[src/rtl/wb_rr_arbiter.sv]
// -----------------------------------------------------------------------------
// wb_rr_arbiter
//
// Purpose:
//    Shares one Wishbone classic slave port between two masters. Arbitration
//    is round-robin: on a tie, the master that did not own the bus most
//    recently wins. A granted master keeps the bus for as long as it holds
//    cyc, so multi-strobe and locked sequences are never split. A watchdog
//    ends a strobe that the slave never acks: it pulses err to the owner and
//    drops the slave strobe for that one cycle.
//
// Parameters:
//    timeout_cycles : unacked strobe cycles before err fires (0 = watchdog off)
//
// Ports:
//    clk                    : system clock, rising edge
//    rst                    : asynchronous reset, active low
//    m0_*_i / m1_*_i        : master requests (adr, dat, sel, we, cyc, stb)
//    m0_dat_o / m1_dat_o    : read data, both driven from s_dat_i
//    m0_ack_o / m1_ack_o    : slave ack, routed to the granted master only
//    m0_err_o / m1_err_o    : watchdog error, routed to the granted master only
//    s_*_o                  : slave-side request, muxed from the granted master
//    s_dat_i / s_ack_i      : slave read data and ack
//    grant_o                : one-hot grant from the state register
//                             (bit0 = m0, bit1 = m1)
// -----------------------------------------------------------------------------
module wb_rr_arbiter #(
   parameter logic [15:0] timeout_cycles = 16'd1024
) (
   input  logic        clk,
   input  logic        rst,
   input  logic [31:0] m0_adr_i,
   input  logic [31:0] m0_dat_i,
   output logic [31:0] m0_dat_o,
   input  logic [3:0]  m0_sel_i,
   input  logic        m0_we_i,
   input  logic        m0_cyc_i,
   input  logic        m0_stb_i,
   output logic        m0_ack_o,
   output logic        m0_err_o,
   input  logic [31:0] m1_adr_i,
   input  logic [31:0] m1_dat_i,
   output logic [31:0] m1_dat_o,
   input  logic [3:0]  m1_sel_i,
   input  logic        m1_we_i,
   input  logic        m1_cyc_i,
   input  logic        m1_stb_i,
   output logic        m1_ack_o,
   output logic        m1_err_o,
   output logic [31:0] s_adr_o,
   output logic [31:0] s_dat_o,
   output logic [3:0]  s_sel_o,
   output logic        s_we_o,
   output logic        s_cyc_o,
   output logic        s_stb_o,
   input  logic [31:0] s_dat_i,
   input  logic        s_ack_i,
   output logic [1:0]  grant_o
);

   typedef enum logic [1:0] {
      IDLE = 2'd0,
      GNT0 = 2'd1,
      GNT1 = 2'd2
   } state_t;

   state_t      state;
   state_t      state_next;
   logic        last_gnt;
   logic        last_gnt_next;
   logic [15:0] wd;
   logic [15:0] wd_next;
   logic        raw_stb;
   logic        timeout_hit;

   // State, last owner and watchdog registers. last_gnt resets to m1 so
   // that m0 wins the first tie after reset.
   always_ff @(posedge clk or negedge rst) begin
      if (!rst) begin
         state    <= IDLE;
         last_gnt <= 1'b1;
         wd       <= 16'd0;
      end else begin
         state    <= state_next;
         last_gnt <= last_gnt_next;
         wd       <= wd_next;
      end
   end

   // Next-state logic. A granted master keeps the bus until it drops cyc;
   // the release always passes through IDLE, which gives one dead cycle
   // between owners.
   always_comb begin
      state_next    = state;
      last_gnt_next = last_gnt;
      case (state)
         IDLE: begin
            if (m0_cyc_i && m1_cyc_i) begin
               state_next = last_gnt ? GNT0 : GNT1;
            end else if (m0_cyc_i) begin
               state_next = GNT0;
            end else if (m1_cyc_i) begin
               state_next = GNT1;
            end
         end
         GNT0: begin
            if (!m0_cyc_i) begin
               state_next    = IDLE;
               last_gnt_next = 1'b0;
            end
         end
         GNT1: begin
            if (!m1_cyc_i) begin
               state_next    = IDLE;
               last_gnt_next = 1'b1;
            end
         end
         default: begin
            state_next = IDLE;
         end
      endcase
   end

   // Slave-side request mux, driven from the registered state so the slave
   // sees nothing at all while the arbiter is idle.
   always_comb begin
      s_adr_o = 32'd0;
      s_dat_o = 32'd0;
      s_sel_o = 4'd0;
      s_we_o  = 1'b0;
      s_cyc_o = 1'b0;
      raw_stb = 1'b0;
      case (state)
         GNT0: begin
            s_adr_o = m0_adr_i;
            s_dat_o = m0_dat_i;
            s_sel_o = m0_sel_i;
            s_we_o  = m0_we_i;
            s_cyc_o = m0_cyc_i;
            raw_stb = m0_stb_i;
         end
         GNT1: begin
            s_adr_o = m1_adr_i;
            s_dat_o = m1_dat_i;
            s_sel_o = m1_sel_i;
            s_we_o  = m1_we_i;
            s_cyc_o = m1_cyc_i;
            raw_stb = m1_stb_i;
         end
         default: begin
         end
      endcase
   end

   // wd holds the number of earlier cycles in the current unacked strobe
   // stretch, so the compare against timeout_cycles-1 fires in the cycle
   // whose index equals timeout_cycles. An ack in that same cycle wins.
   always_comb begin
      timeout_hit = (timeout_cycles != 16'd0) && (state != IDLE) && raw_stb
                    && !s_ack_i && (wd == timeout_cycles - 16'd1);
      if ((timeout_cycles == 16'd0) || (state == IDLE) || !raw_stb
          || s_ack_i || timeout_hit) begin
         wd_next = 16'd0;
      end else begin
         wd_next = wd + 16'd1;
      end
   end

   // The strobe is suppressed in the error cycle so the slave does not
   // take a late ack as a new transfer.
   assign s_stb_o  = raw_stb & ~timeout_hit;

   assign m0_ack_o = s_ack_i & (state == GNT0);
   assign m1_ack_o = s_ack_i & (state == GNT1);
   assign m0_err_o = timeout_hit & (state == GNT0);
   assign m1_err_o = timeout_hit & (state == GNT1);

   assign m0_dat_o = s_dat_i;
   assign m1_dat_o = s_dat_i;

   assign grant_o  = {state == GNT1, state == GNT0};

endmodule

[config.mk]
export PLATFORM = sky130hd
export DESIGN_NAME = wb_rr_arbiter
export DESIGN_NICKNAME = d
export VERILOG_FILES = /design/src/rtl/wb_rr_arbiter.sv
export SDC_FILE = /design/constraint.sdc
export NUM_CORES = 1
export LEC_CHECK = 0
export CAP_MARGIN = 20
export CORE_AREA = 3 3 124 126
export DETAILED_ROUTE_END_ITERATION = 10
export DIE_AREA = 0 0 127 129
export GPL_ROUTABILITY_DRIVEN = 1
export MAX_ROUTING_LAYER = met4
export PLACE_DENSITY = 0.57
export SKIP_LAST_GASP = 1
export SLEW_MARGIN = 30
export SYNTH_ARGS = -nofsm -noshare
export SYNTH_HDL_FRONTEND = slang
export SYNTH_SLANG_ARGS = --single-unit
[constraint.sdc]
create_clock -name clk -period 2.2 [get_ports clk]
set_input_delay 0.33 -clock clk [delete_from_list [all_inputs] [get_ports clk]]
set_output_delay 0.33 -clock clk [all_outputs]
set_load 0.005 [all_outputs]
==> run summary, run 1 <==
MaxCap Viol Count: 0
Tot Pwr: 4.72 mW
Clk root buf: clkbuf_16
Vias in the first global route: 3140
CTS tree: yes
Synth warn: 0
TNS Setup: -2.16 ns
TritonCTS buffer count: 3
Sinks on the clock net: 19
Required @ worst endpoint: 1.87 ns
Failing checks: setup timing
Final period utilization: 1.05
DIE AREA: 16400 um^2
Status: complete, but fails checks
Ranking of synthesized cells by area: a22oi_1 20%, buf_4 18%, dfrtp_1 17%, nor2b_1 17%, xor2_1 4.0%
Starting Density: 0.184
Placed cells: 676
Routed len/inst: 17.3 um
First-pass GRT wire length: 16.1 mm
CTS Hold Bufs: 0
Placed inst area: 4740 um^2
Slew Limit Fails: 0
Worst-margin pin slew: 0.345 ns
Post-detail-place hpwl: 8.45 mm
Via density: 4.44
Final WS setup: -0.119 ns
Most frequent cells after synthesis: 71 x nor2b_1, 70 x a22oi_1, 65 x buf_4, 25 x clkbuf_1, 18 x dfrtp_1
Pleak: 2.50 nW
Initial antenna violation count: 0
Grt ovf: 0
Worst setup SP type: flip-flop
Detailed-route via count: 3167
GRT Total Usage: 0.125
Port bufs: 221
Post-layout util: 0.379
Area of the multi-input gates: 1700 um^2
Achievable Freq: 0.431 GHz
Crit. End Element: output port
Largest area contributor in the netlist: a22oi_1
Post-route cell area: 5460 um^2
Synth Instances: 333
Clk pin slew, worst setup/hold paths: 0.05 ns
Die Span Y: 129 um
Most instantiated library cell after synthesis: nor2b_1
Clock tree buffer depth: 2
IO Count: 318
Seq. cell area: 477 um^2
Core area: 14400 um^2
Final hold violation count: 0
Number of enable flip-flop cells after synthesis: 0
Non-Filler Instances: 713
Routed wire length: 12.4 mm
Max Fanout on Critical Path: 5
DRC errors left: 0
Post-synthesis sequential area ratio: 0.179
H-tree levels: 1
Fin Hold WS: 0.417 ns
Core Rows: 44
Pin count of the biggest net entering global routing: 49
Antenna-violating nets left: 0
Post-synthesis cell type count: 32
Worst slack at placement: -0.272 ns
Clock skew: 0.00183 ns
Synthesized cell area: 2660 um^2
Synth Register Bits: 19
Initial DRC count: 126
Final setup fails: 23
Cell Pwr Density: 865 nW/um^2
Maximum vdd drop: 426 uV
Worst EP arrival: 1.99 ns
Critical path class: flip-flop to output port
Syn Nets: 514
Synthesis-to-finish area growth: 105%
Final RePlAce weighted congestion: 0.816
Share of layout cells above drive strength 1: 0.223
Worst min path class: input pin to async pin
RSZ-0062 raised after global routing: true
Post-synth ARST share: 1.00
Top cell type's share of synthesized area: 0.198
Average cell area after synthesis: 7.98 um^2
Number of fillers in the final layout: 1469
1st-pass router iterations: 4
Relative slew slack: 0.770
Die Wd: 127 um
Worst skew pair latency: 0.25 ns
Final nets: 710
Minimum clock period after layout: 2.32 ns
Main synth FF type: dfrtp_1
[power by group]
group / leakage (nW) / total (mW) / internal (mW) / switching [mW]
Sequential: 0.260 / 0.404 / 0.384 / 0.0199
Clock: 0.0409 / 0.370 / 0.244 / 0.127
Combinational: 2.20 / 3.95 / 2.32 / 1.63
[cell type report]
type                            instances  area share
Antenna cell                            1    0.000458
Clock buffer                            3      0.0137
Clock inverter                          1    0.000917
Inverter                                3     0.00206
Multi-Input combinational cell        217       0.311
Sequential cell                        19      0.0873
Tap cell                              184      0.0422
Timing Repair Buffer                  285       0.542
[final timing paths]
check | startpoint | slack [ns] | endpoint | depth (start not counted)
worst max-delay path | state[0] | -0.12 | s_dat_o[25] | 7
worst min-delay path | rst | 0.42 | wd[5] | 2
worst max register to register | state[0] | 0.21 | wd[9] | 7
worst min register to register | wd[0] | 0.54 | wd[0] | 2
max in group asynchronous | rst | 1.52 | last_gnt | 2
min in group clk | wd[0] | 0.54 | wd[0] | 2
[per-layer routing]
metal  share of wire  global-route usage
met1            0.41               0.147
met2            0.50               0.220
met3           0.090              0.0328
met4          0.0063              0.0164
met5               0                   -
[layout by cell type, fill, tap and decap left out, types with 3 or more instances in the layout]
| master | Yosys | routed |
|---|---|---|
| a22oi_2 | 0 | 18 |
| buf_12 | 1 | 6 |
| nand4_1 | 7 | 7 |
| nand3_1 | 5 | 5 |
| and3_1 | 3 | 3 |
| a22oi_1 | 70 | 52 |
| dlymetal6s2s_1 | 0 | 24 |
| nor2_4 | 8 | 8 |
| nor2b_1 | 71 | 70 |
| dlygate4sd2_1 | 0 | 25 |
| nand2_1 | 5 | 4 |
| and4_1 | 3 | 3 |
| dfrtp_1 | 18 | 18 |
| buf_16 | 0 | 4 |
| xor2_1 | 12 | 12 |
| clkbuf_16 | 0 | 9 |
| buf_6 | 2 | 6 |
| clkdlybuf4s50_1 | 0 | 163 |
| and2_1 | 6 | 5 |
| buf_4 | 65 | 43 |
| clkbuf_2 | 0 | 6 |
| ha_4 | 0 | 3 |
| nor2_1 | 6 | 6 |
[state kept, by name, summed over array words and instances (netlist names)]
signal,cells
state,2
last_gnt,1
wd,16
[cell families after synthesis]
kind of cell	count (synthesis)	synth area share
and+or+nand+nor	123	0.300
buffers and inverters	97	0.241
AOI/OAI and AO/OA	76	0.215
DFF	19	0.179
xor gates and xnor gates	14	0.0461
adders and majority gates	4	0.0188
[worst max-delay path, cell delays in order (launching register included)]
cell and delay, ns:
dfrtp_1 0.39, inv_2 0.13, ha_4 0.19, buf_12 0.15, clkbuf_16 0.16, a22oi_1 0.09
nor2b_1 0.11, clkdlybuf4s50_1 0.51
[what timing repair did]
action	4_1_cts	5_1_grt
setup buffers	5	17
cloned	3	8
pin swaps	7	10
endpoints found under the setup margin	77	55
resized for setup	77	52
Power figures use the tool's default switching activity.
==> run 2: changes to the inputs <==
HOLD_SLACK_MARGIN = 0.08   (was unset)
clock period = 2.3 ns   (was 2.2 ns; I/O delays follow)
==> run summary, run 2 (synthesized netlist as in run 1, its figures left out) <==
Status: complete, but fails checks (unchanged)
Core Rows: 44 (unchanged)
Share of layout cells above drive strength 1: 0.166 (was 0.223)
Worst EP arrival: 1.99 ns (about the same)
Critical path class: flip-flop to output port (unchanged)
Most frequent cells in the layout: 148 x clkdlybuf4s50_1, 70 x nor2b_1, 68 x a22oi_1 (was 163 x clkdlybuf4s50_1, 70 x nor2b_1, 52 x a22oi_1)
Minimum clock period after layout: 2.33 ns
Worst r2r dst: wd[4] (was wd[9])
TritonCTS buffer count: 3 (unchanged)
First-pass GRT wire length: 16.4 mm (was 16.1 mm)
Metal-1 WL: 5.11 mm (was 5.02 mm)
Pin count of the biggest net entering global routing: 25 (was 49)
Clk pin slew, worst setup/hold paths: 0.06 ns (was 0.05 ns)
Crit. End Element: output port (unchanged)
Worst skew pair latency: 0.25 ns (about the same)
1st-pass router iterations: 4 (unchanged)
Largest stage delay, worst path: 0.39 ns (was 0.51 ns)
Detailed-route via count: 3086 (was 3167)
H-tree levels: 1 (unchanged)
Top sig layer: met4 (unchanged)
RSZ-0062 raised after global routing: true (unchanged)
Worst-margin pin slew: 0.352 ns (was 0.345 ns)
Slew Limit Fails: 0 (unchanged)
MaxCap Viol Count: 0 (unchanged)
Routed len/inst: 17.5 um (was 17.3 um)
Relative slew slack: 0.765 (was 0.770)
Wire length on met3: 1.04 mm (was 1.12 mm)
Pleak: 2.84 nW (was 2.50 nW)
DR WL met2: 6.00 mm (was 6.14 mm)
Final period utilization: 1.01
Worst slack at placement: -0.182 ns (was -0.272 ns)
Most common cell after layout, fill and taps aside: clkdlybuf4s50_1 (unchanged)
Largest register FFs: 16 (unchanged)
Routed wire length: 12.3 mm (was 12.4 mm)
Final WS setup: -0.0333 ns (was -0.119 ns)
DRC errors left: 0 (unchanged)
Synthesis-to-finish area growth: 105% (about the same)
Max Fanout on Critical Path: 12 (was 5)
CTS tree: yes (unchanged)
Initial DRC count: 115 (was 126)
Final setup fails: 12 (was 23)
Maximum vdd drop: 357 uV (was 426 uV)
CTS Hold Bufs: 0 (unchanged)
Required @ worst endpoint: 1.96 ns (was 1.87 ns)
Starting Density: 0.184 (unchanged)
Critical R2R Launch: state[1] (was state[0])
Tot Pwr: 4.50 mW (was 4.72 mW)
Largest regs: wd x16, state x2, last_gnt x1 (unchanged)
Cell Pwr Density: 827 nW/um^2 (was 865 nW/um^2)
Sinks on the clock net: 19 (unchanged)
Antenna cell count: 0 (was 1)
R2R Setup Slk: 0.21 ns (about the same)
Worst-path cell chain: buf_4, ha_4, buf_12, buf_4, bufbuf_16, a22oi_1, nor2b_1, dlygate4sd2_1 (was inv_2, ha_4, buf_12, clkbuf_16, a22oi_1, nor2b_1, clkdlybuf4s50_1)
Die Wd: 127 um (unchanged)
Achievable Freq: 0.429 GHz
Final nets: 699 (was 710)
FF-to-FF path depth: 8 (was 7)
Crit-path leading delay family: buffers and inverters (unchanged)
Worst setup SP type: flip-flop (unchanged)
Clock tree buffer depth: 2 (unchanged)
Worst min path class: input pin to async pin (unchanged)
Antenna-violating nets left: 0 (unchanged)
Grt ovf: 0 (unchanged)
Via density: 4.40 (was 4.44)
GRT Total Usage: 0.130 (was 0.125)
WP buf/inv: 5 (was 4)
Final RePlAce weighted congestion: 0.777 (was 0.816)
IO Count: 318 (unchanged)
Failing checks: setup timing (unchanged)
Clock skew: 0.00419 ns (was 0.00183 ns)
Final hold violation count: 0 (unchanged)
Cell repeated most along the worst path: buf_4
Slowest CP cell: dfrtp_1 (was clkdlybuf4s50_1)
Post-detail-place hpwl: 8.47 mm (was 8.45 mm)
Biggest register: wd (unchanged)
DIE AREA: 16400 um^2 (unchanged)
Initial antenna violation count: 0 (unchanged)
Vias in the first global route: 3104 (was 3140)
Die Span Y: 129 um (unchanged)
Clk root buf: clkbuf_16 (unchanged)
Core area: 14400 um^2 (unchanged)
Port bufs: 221 (unchanged)
==> run 2: changes by cell type in the layout (fill, tap and decap cells not counted), sizes merged <==
cell / previous run / this run
buf: 61 / 48
dlygate4sd2: 25 / 23
clkdlybuf4s50: 163 / 148
bufbuf: 0 / 1
diode: 1 / 0
clkbuf: 15 / 10
dlymetal6s2s: 24 / 47
==> run 2: stage by stage <==
step                hold WS (ns)  instance area (um^2)  TNS [ns]   util  instances
global placement           0.518                  4720    -0.494  0.328        670
detailed placement         0.520                  4720    -0.412  0.328        670
CTS                        0.443                  5060     -1.20  0.351        682
floorplan                 0.0494                  2660         0      -        333
global route               0.460                  5440     -1.29  0.377        701
finish                     0.430                  5440    -0.176  0.377        701
==> run 2: layer usage <==
layer  GRT usage  vias up
met1       0.156     1406
li1            -     1467
met2       0.226      202
met5           -        -
met4      0.0208        0
met3      0.0315       11
==> run 2: power breakdown <==
part | internal (mW) | switching [mW] | leakage [nW]
Clock | 0.233 | 0.121 | 0.0409
Sequential | 0.367 | 0.0233 | 0.260
Combinational | 2.25 | 1.51 | 2.54
Total | 2.85 | 1.65 | 2.84
==> run 2: area by class of cell <==
class                      count  area (um^2)
clock buffer                   3         75.1
inverter                       3         11.3
tap                          184          230
multi-input combinational    217         1640
timing repair buffer         274         3000
clock inverter                 1         5.00
fill                        1474         8980
sequential                    19          477
==> run 2: how the worst max path moves through the flow <==
stage | cells past startpoint | startpoint | to
2_1_floorplan | 8 | wd[0] | wd[10]
3_3_place_gp | 7 | m1_stb_i | m1_err_o
3_5_place_dp | 7 | m1_stb_i | m1_err_o
4_1_cts | 8 | state[1] | m0_err_o
5_1_grt | 8 | state[0] | s_adr_o[10]
6_report | 8 | state[0] | s_adr_o[26]
==> run 2: what timing repair did <==
action | in CTS | in global routing
endpoints found under the setup margin | 75 | 50
endpoints found under the hold margin | 0 | 0
setup buffers | 3 | 14
pin swaps | 4 | 7
gates resized for setup | 59 | 56
cloned | 5 | 5
